==> config.mk <==
export PLATFORM = sky130hd
export DESIGN_NAME = pool2_seq_ctrl
export DESIGN_NICKNAME = d
export VERILOG_FILES = /design/src/rtl/pool2_pkg.sv /design/src/rtl/pool2_seq_ctrl.sv
export SDC_FILE = /design/constraint.sdc
export NUM_CORES = 1
export LEC_CHECK = 0
export CAP_MARGIN = 20
export CORE_MARGIN = 2
export CORE_UTILIZATION = 57
export CTS_BUF_LIST = sky130_fd_sc_hd__clkbuf_8
export DETAILED_ROUTE_END_ITERATION = 8
export PLACE_DENSITY_LB_ADDON = 0.3
export SLEW_MARGIN = 40
export SYNTH_ARGS = -nofsm -noshare
export SYNTH_HDL_FRONTEND = slang
export SYNTH_SLANG_ARGS = --single-unit
==> constraint.sdc <==
create_clock -name cnn_clk -period 3.1 [get_ports cnn_clk]
set_input_delay 0.62 -clock cnn_clk [delete_from_list [all_inputs] [get_ports cnn_clk]]
set_output_delay 0.62 -clock cnn_clk [all_outputs]
set_load 0.02 [all_outputs]
==> src/rtl/pool2_pkg.sv <==
// Shared constants and FSM encoding for the layer-2 pool sequencer.
// Map/pass/word geometry and the result-store address width.
package pool2_pkg;

  localparam int NUM_FM    = 12;
  localparam int NUM_PASS  = 3;
  localparam int MAP_WORDS = 60;
  localparam int POOL_OUTS = 9;
  localparam int DRAIN_MAX = 32;

  localparam int FM_W   = 4;
  localparam int BEAT_W = 6;
  localparam int PASS_W = 2;
  localparam int IDX_W  = 4;
  localparam int DCNT_W = 5;
  localparam int ADDR_W = 7;

  typedef enum logic [1:0] {
    S_IDLE,
    S_ACCUM,
    S_DRAIN,
    S_DONE
  } state_e;

endpackage

==> src/rtl/pool2_seq_ctrl.sv <==
// Sequencer for the layer-2 accumulate/ReLU/max-pool datapath.
// Ports: cnn_clk, rst_n, start, in_valid/in_ready/wr_en (conv2 beats),
// conv1_done, feature_map_counter, buffer_en/out_we/out_addr (results),
// busy, done, err_timeout. POOL2_PERF_CNT_EN adds stall_cycles and
// frame_cycles.
module pool2_seq_ctrl
  import pool2_pkg::*;
(
  input  logic              cnn_clk,
  input  logic              rst_n,
  input  logic              start,
  input  logic              in_valid,
  output logic              in_ready,
  output logic              wr_en,
  output logic              conv1_done,
  output logic [FM_W-1:0]   feature_map_counter,
  input  logic              buffer_en,
  output logic              out_we,
  output logic [ADDR_W-1:0] out_addr,
  output logic              busy,
  output logic              done,
  output logic              err_timeout
`ifdef POOL2_PERF_CNT_EN
  ,
  output logic [15:0]       stall_cycles,
  output logic [15:0]       frame_cycles
`endif
);

  localparam logic [BEAT_W-1:0] LAST_BEAT = BEAT_W'(MAP_WORDS - 1);
  localparam logic [PASS_W-1:0] LAST_PASS = PASS_W'(NUM_PASS - 1);
  localparam logic [FM_W-1:0]   LAST_FM   = FM_W'(NUM_FM - 1);
  localparam logic [IDX_W-1:0]  LAST_IDX  = IDX_W'(POOL_OUTS - 1);
  localparam logic [DCNT_W-1:0] LAST_DCNT = DCNT_W'(DRAIN_MAX - 1);

  state_e             state_q, state_d;
  logic [BEAT_W-1:0]  beat_q, beat_d;
  logic [PASS_W-1:0]  pass_q, pass_d;
  logic [FM_W-1:0]    fm_q, fm_d;
  logic [IDX_W-1:0]   idx_q, idx_d;
  logic [DCNT_W-1:0]  dcnt_q, dcnt_d;
  logic               err_q, err_d;
  logic               rdy_q, c1d_q, done_q;

  assign in_ready            = rdy_q;
  assign wr_en               = in_valid & rdy_q;
  assign out_we              = buffer_en & (state_q == S_DRAIN);
  assign busy                = (state_q != S_IDLE);
  assign done                = done_q;
  assign conv1_done          = c1d_q;
  assign err_timeout         = err_q;
  assign feature_map_counter = fm_q;
  assign out_addr            = ADDR_W'(fm_q) * ADDR_W'(POOL_OUTS)
                             + ADDR_W'(idx_q);

  always_comb begin
    state_d = state_q;
    beat_d  = beat_q;
    pass_d  = pass_q;
    fm_d    = fm_q;
    idx_d   = idx_q;
    dcnt_d  = dcnt_q;
    err_d   = err_q;
    unique case (state_q)
      S_IDLE: begin
        if (start) begin
          state_d = S_ACCUM;
          beat_d  = '0;
          pass_d  = '0;
          fm_d    = '0;
          idx_d   = '0;
          err_d   = 1'b0;
        end
      end
      S_ACCUM: begin
        if (wr_en) begin
          if (beat_q == LAST_BEAT) begin
            beat_d = '0;
            if (pass_q == LAST_PASS) begin
              pass_d  = '0;
              idx_d   = '0;
              dcnt_d  = '0;
              state_d = S_DRAIN;
            end else begin
              pass_d = pass_q + 1'b1;
            end
          end else begin
            beat_d = beat_q + 1'b1;
          end
        end
      end
      S_DRAIN: begin
        dcnt_d = dcnt_q + 1'b1;
        // a completing strobe wins over a same-cycle timeout
        if (out_we && idx_q == LAST_IDX) begin
          idx_d = '0;
          if (fm_q == LAST_FM) begin
            state_d = S_DONE;
          end else begin
            fm_d    = fm_q + 1'b1;
            state_d = S_ACCUM;
          end
        end else begin
          if (out_we) idx_d = idx_q + 1'b1;
          if (dcnt_q == LAST_DCNT) begin
            err_d   = 1'b1;
            state_d = S_IDLE;
          end
        end
      end
      S_DONE: begin
        state_d = S_IDLE;
      end
      default: begin
        state_d = S_IDLE;
      end
    endcase
  end

  always_ff @(posedge cnn_clk or negedge rst_n) begin
    if (!rst_n) begin
      state_q <= S_IDLE;
      beat_q  <= '0;
      pass_q  <= '0;
      fm_q    <= '0;
      idx_q   <= '0;
      dcnt_q  <= '0;
      err_q   <= 1'b0;
      rdy_q   <= 1'b0;
      c1d_q   <= 1'b0;
      done_q  <= 1'b0;
    end else begin
      state_q <= state_d;
      beat_q  <= beat_d;
      pass_q  <= pass_d;
      fm_q    <= fm_d;
      idx_q   <= idx_d;
      dcnt_q  <= dcnt_d;
      err_q   <= err_d;
      rdy_q   <= (state_d == S_ACCUM);
      c1d_q   <= (state_d == S_ACCUM) || (state_d == S_DRAIN);
      done_q  <= (state_d == S_DONE);
    end
  end

`ifdef POOL2_PERF_CNT_EN
  logic [15:0] stall_q, frame_q;

  always_ff @(posedge cnn_clk or negedge rst_n) begin
    if (!rst_n) begin
      stall_q <= '0;
      frame_q <= '0;
    end else if (state_q == S_IDLE && start) begin
      stall_q <= '0;
      frame_q <= '0;
    end else begin
      if (state_q == S_ACCUM && !in_valid && stall_q != 16'hFFFF)
        stall_q <= stall_q + 1'b1;
      if (busy && frame_q != 16'hFFFF)
        frame_q <= frame_q + 1'b1;
    end
  end

  assign stall_cycles = stall_q;
  assign frame_cycles = frame_q;
`endif

endmodule

==> qor.txt <==
grt total ovfl = 0
failing checks = DRC
Slowest-stage cell, CP = dfrtp_1
chip width = 58.9 microns
CP most frequent cell = ha_1
Final nets = 231
CP max stage delay = 0.42 ns
Avg WL per Cell = 14.8 microns
CP Launch Type = register
CTS Hold Bufs = 0
clk_lat worst skew = 0.27 ns
global-route wire length before repair = 6010 microns
post-route insts no fill = 236
PD cells = 339 nW/um^2
maximum fanout along the worst path = 4
max frequency = 337 MHz
initial core utilization = 61.2%
final setup violation count = 0
highest routed layer = met4
DR pass1 iterations = 6
synth-to-layout area growth = 18.7%
max_cap viols = 0
async set-reset flop share out of synthesis = 100%
kind of critical path = register to output pin
initial antenna violation count = 0
register area share after synthesis = 39.4%
CTS max path bufs = 2
Slew headroom = 60.9%
Residual DRC = 3
Setup TNS Final = 0 ns
antenna viol nets, final = 0
Root Buffer = clkbuf_8
placed cells = 232
Main synth FF type = dfrtp_1
commonest non-fill, non-tap cell in the layout = dfrtp_1
RSZ-0062 raised after global routing = no
Net Count, Synth = 200
Routability Congestion = 0.854
Max IR drop VDD = 0.364 mV
Tmin final = 2.97 ns
CTS buffer count = 3
io pins = 23
# diodes = 0
Crit path max-delay family = adder cells
Gate Count Post-Synth = 175
status = finished with violations
post-CTS setup buffer count = 0
Seq cells post-synth = 27
# clock sinks = 27
count of final hold-check violations = 0
drt total wl = 3490 microns
yosys warns = 0
Leakage = 0.943 nW
Die Y = 58.9 microns
Met1 Routed Length = 1620 microns
vias in the first global route = 1320
CTS tree = done
arrival time at the worst endpoint = 2.35 ns
gr usage total = 23.0%
HP Class = register to register
Post-synth EDFFs = 0
clk_skew = 0.00679 ns
CP Buf/Inv Count = 1
Avg Inst Size Synth = 9.81 sq um
endpoint class of the critical path = output pin
most frequent cells in the layout = dfrtp_1 (27), o21ai_0 (20), ha_1 (19), clkdlybuf4s50_1 (18), nand2_1 (14)
Max Slew Vio Count = 0
Synth cell types = 45
Worst Tran Pin Value = 0.583 ns
metal3 WL = 153 microns
HPWL Detailed = 2670 microns
WHS = 0.506 ns
die area = 3470 sq um
row cnt = 19
port bufs = 22
initial DRC count = 73
vias post-DR = 1462
critical path cell sequence = ha_1 -> ha_1 -> ha_1 -> nor2b_1 -> nor2_1 -> xnor2_1 -> clkdlybuf4s15_1
H-tree depth = 1
vias per inst = 6.19
largest net degree at the start of global routing = 28
layout cells sized above 1 = 11.2%
Mapped Area = 1720 sq um
final worst-path cycle share = 95.8%
Routed met2 length = 1660 microns
clk slew on worst S/H paths = 0.09 ns
Core Region = 2810 sq um
Req. time, crit path = 2.48 ns
==> logic make-up after synthesis <==
group	count (synthesis)	share of synthesized area [%]
XOR/XNOR	5	2.55
flip-flops	27	39.4
AO/OA/AOI/OAI	54	19.9
AND/OR/NAND/NOR	52	17.1
adder cells (fa/ha/maj)	20	15.0
buffers and inverters	14	4.15
multiplexers	3	1.89
==> path summary, 6_finish.rpt <==
path / from / slack [ns] / end / depth (start not counted)
worst min register to register: dcnt_q[3] / 0.51 / dcnt_q[3] / 1
min in group asynchronous: rst_n / 0.71 / in_ready / 2
worst min-delay path: dcnt_q[3] / 0.51 / dcnt_q[3] / 1
worst max-delay path: feature_map_counter[0] / 0.13 / out_addr[4] / 7
max in group asynchronous: rst_n / 2.13 / feature_map_counter[1] / 2
worst max register to register: state_q[0] / 1.05 / conv1_done / 7
==> registers in the layout (all words and copies together), names as in the netlist <==
| register | cells |
|---|---|
| beat_q | 6 |
| err_timeout | 1 |
| idx_q | 4 |
| feature_map_counter | 4 |
| dcnt_q | 5 |
| in_ready | 1 |
| state_q | 2 |
| pass_q | 2 |
| done | 1 |
| conv1_done | 1 |
==> layer usage <==
| metal | up-vias | global-route usage (%) |
|---|---|---|
| li1 | 700 | - |
| met1 | 714 | 30.9 |
| met2 | 40 | 37.3 |
| met3 | 8 | 5.05 |
| met4 | 0 | 6.82 |
| met5 | - | 0 |
==> per-stage QoR <==
step           power, mW  cell area, sq um  setup slack (ns)  utilization (%)
3_3_place_gp       0.497              2000            0.0893             71.2
4_1_cts            0.699              2040            0.0158             72.8
5_1_grt            0.727              2040           0.00219             72.6
6_report           0.691              2040             0.130             72.6
3_5_place_dp       0.504              2000            0.0341             71.2
2_1_floorplan      0.466              1720             0.376                -
==> Yosys cell counts (2+ instances only) <==
master | n | share of area, %
buf_6 | 2 | 1.3
o21ai_2 | 2 | 1.0
nand3_1 | 5 | 1.5
nand2_1 | 14 | 3.1
xnor2_1 | 4 | 2.0
nor2b_1 | 4 | 1.5
nor3_1 | 3 | 0.87
a41oi_1 | 2 | 1.0
a31oi_1 | 6 | 2.2
ha_1 | 19 | 14
nand2b_1 | 2 | 0.73
and3_1 | 3 | 1.1
a21oi_1 | 8 | 2.3
a22o_1 | 4 | 2.0
o21ai_0 | 20 | 5.8
nand4_1 | 2 | 0.73
mux2_2 | 2 | 1.3
nand3b_1 | 2 | 0.87
and4b_1 | 2 | 1.2
dfrtp_1 | 27 | 39
nor2_1 | 8 | 1.7
inv_1 | 11 | 2.4
==> power breakdown <==
group	internal, mW	switching, mW	total (mW)
registers	0.378	0.0273	0.405
logic	0.0457	0.0468	0.0926
clock network	0.0898	0.104	0.193
==> layout make-up <==
cell class	count	area, sq um
tap	31	38.8
timing repair buffer	29	265
clock buffer	3	41.3
fill	215	768
clock inverter	1	5.00
inverter	11	41.3
multi-input combinational	134	970
sequential	27	676
==> repair_timing <==
action | in CTS | in global routing
gates resized for setup | 4 | 6
endpoints found under the setup margin | 3 | 4
pin swaps | 0 | 0
No activity file was read; power rests on OpenSTA's default activity.
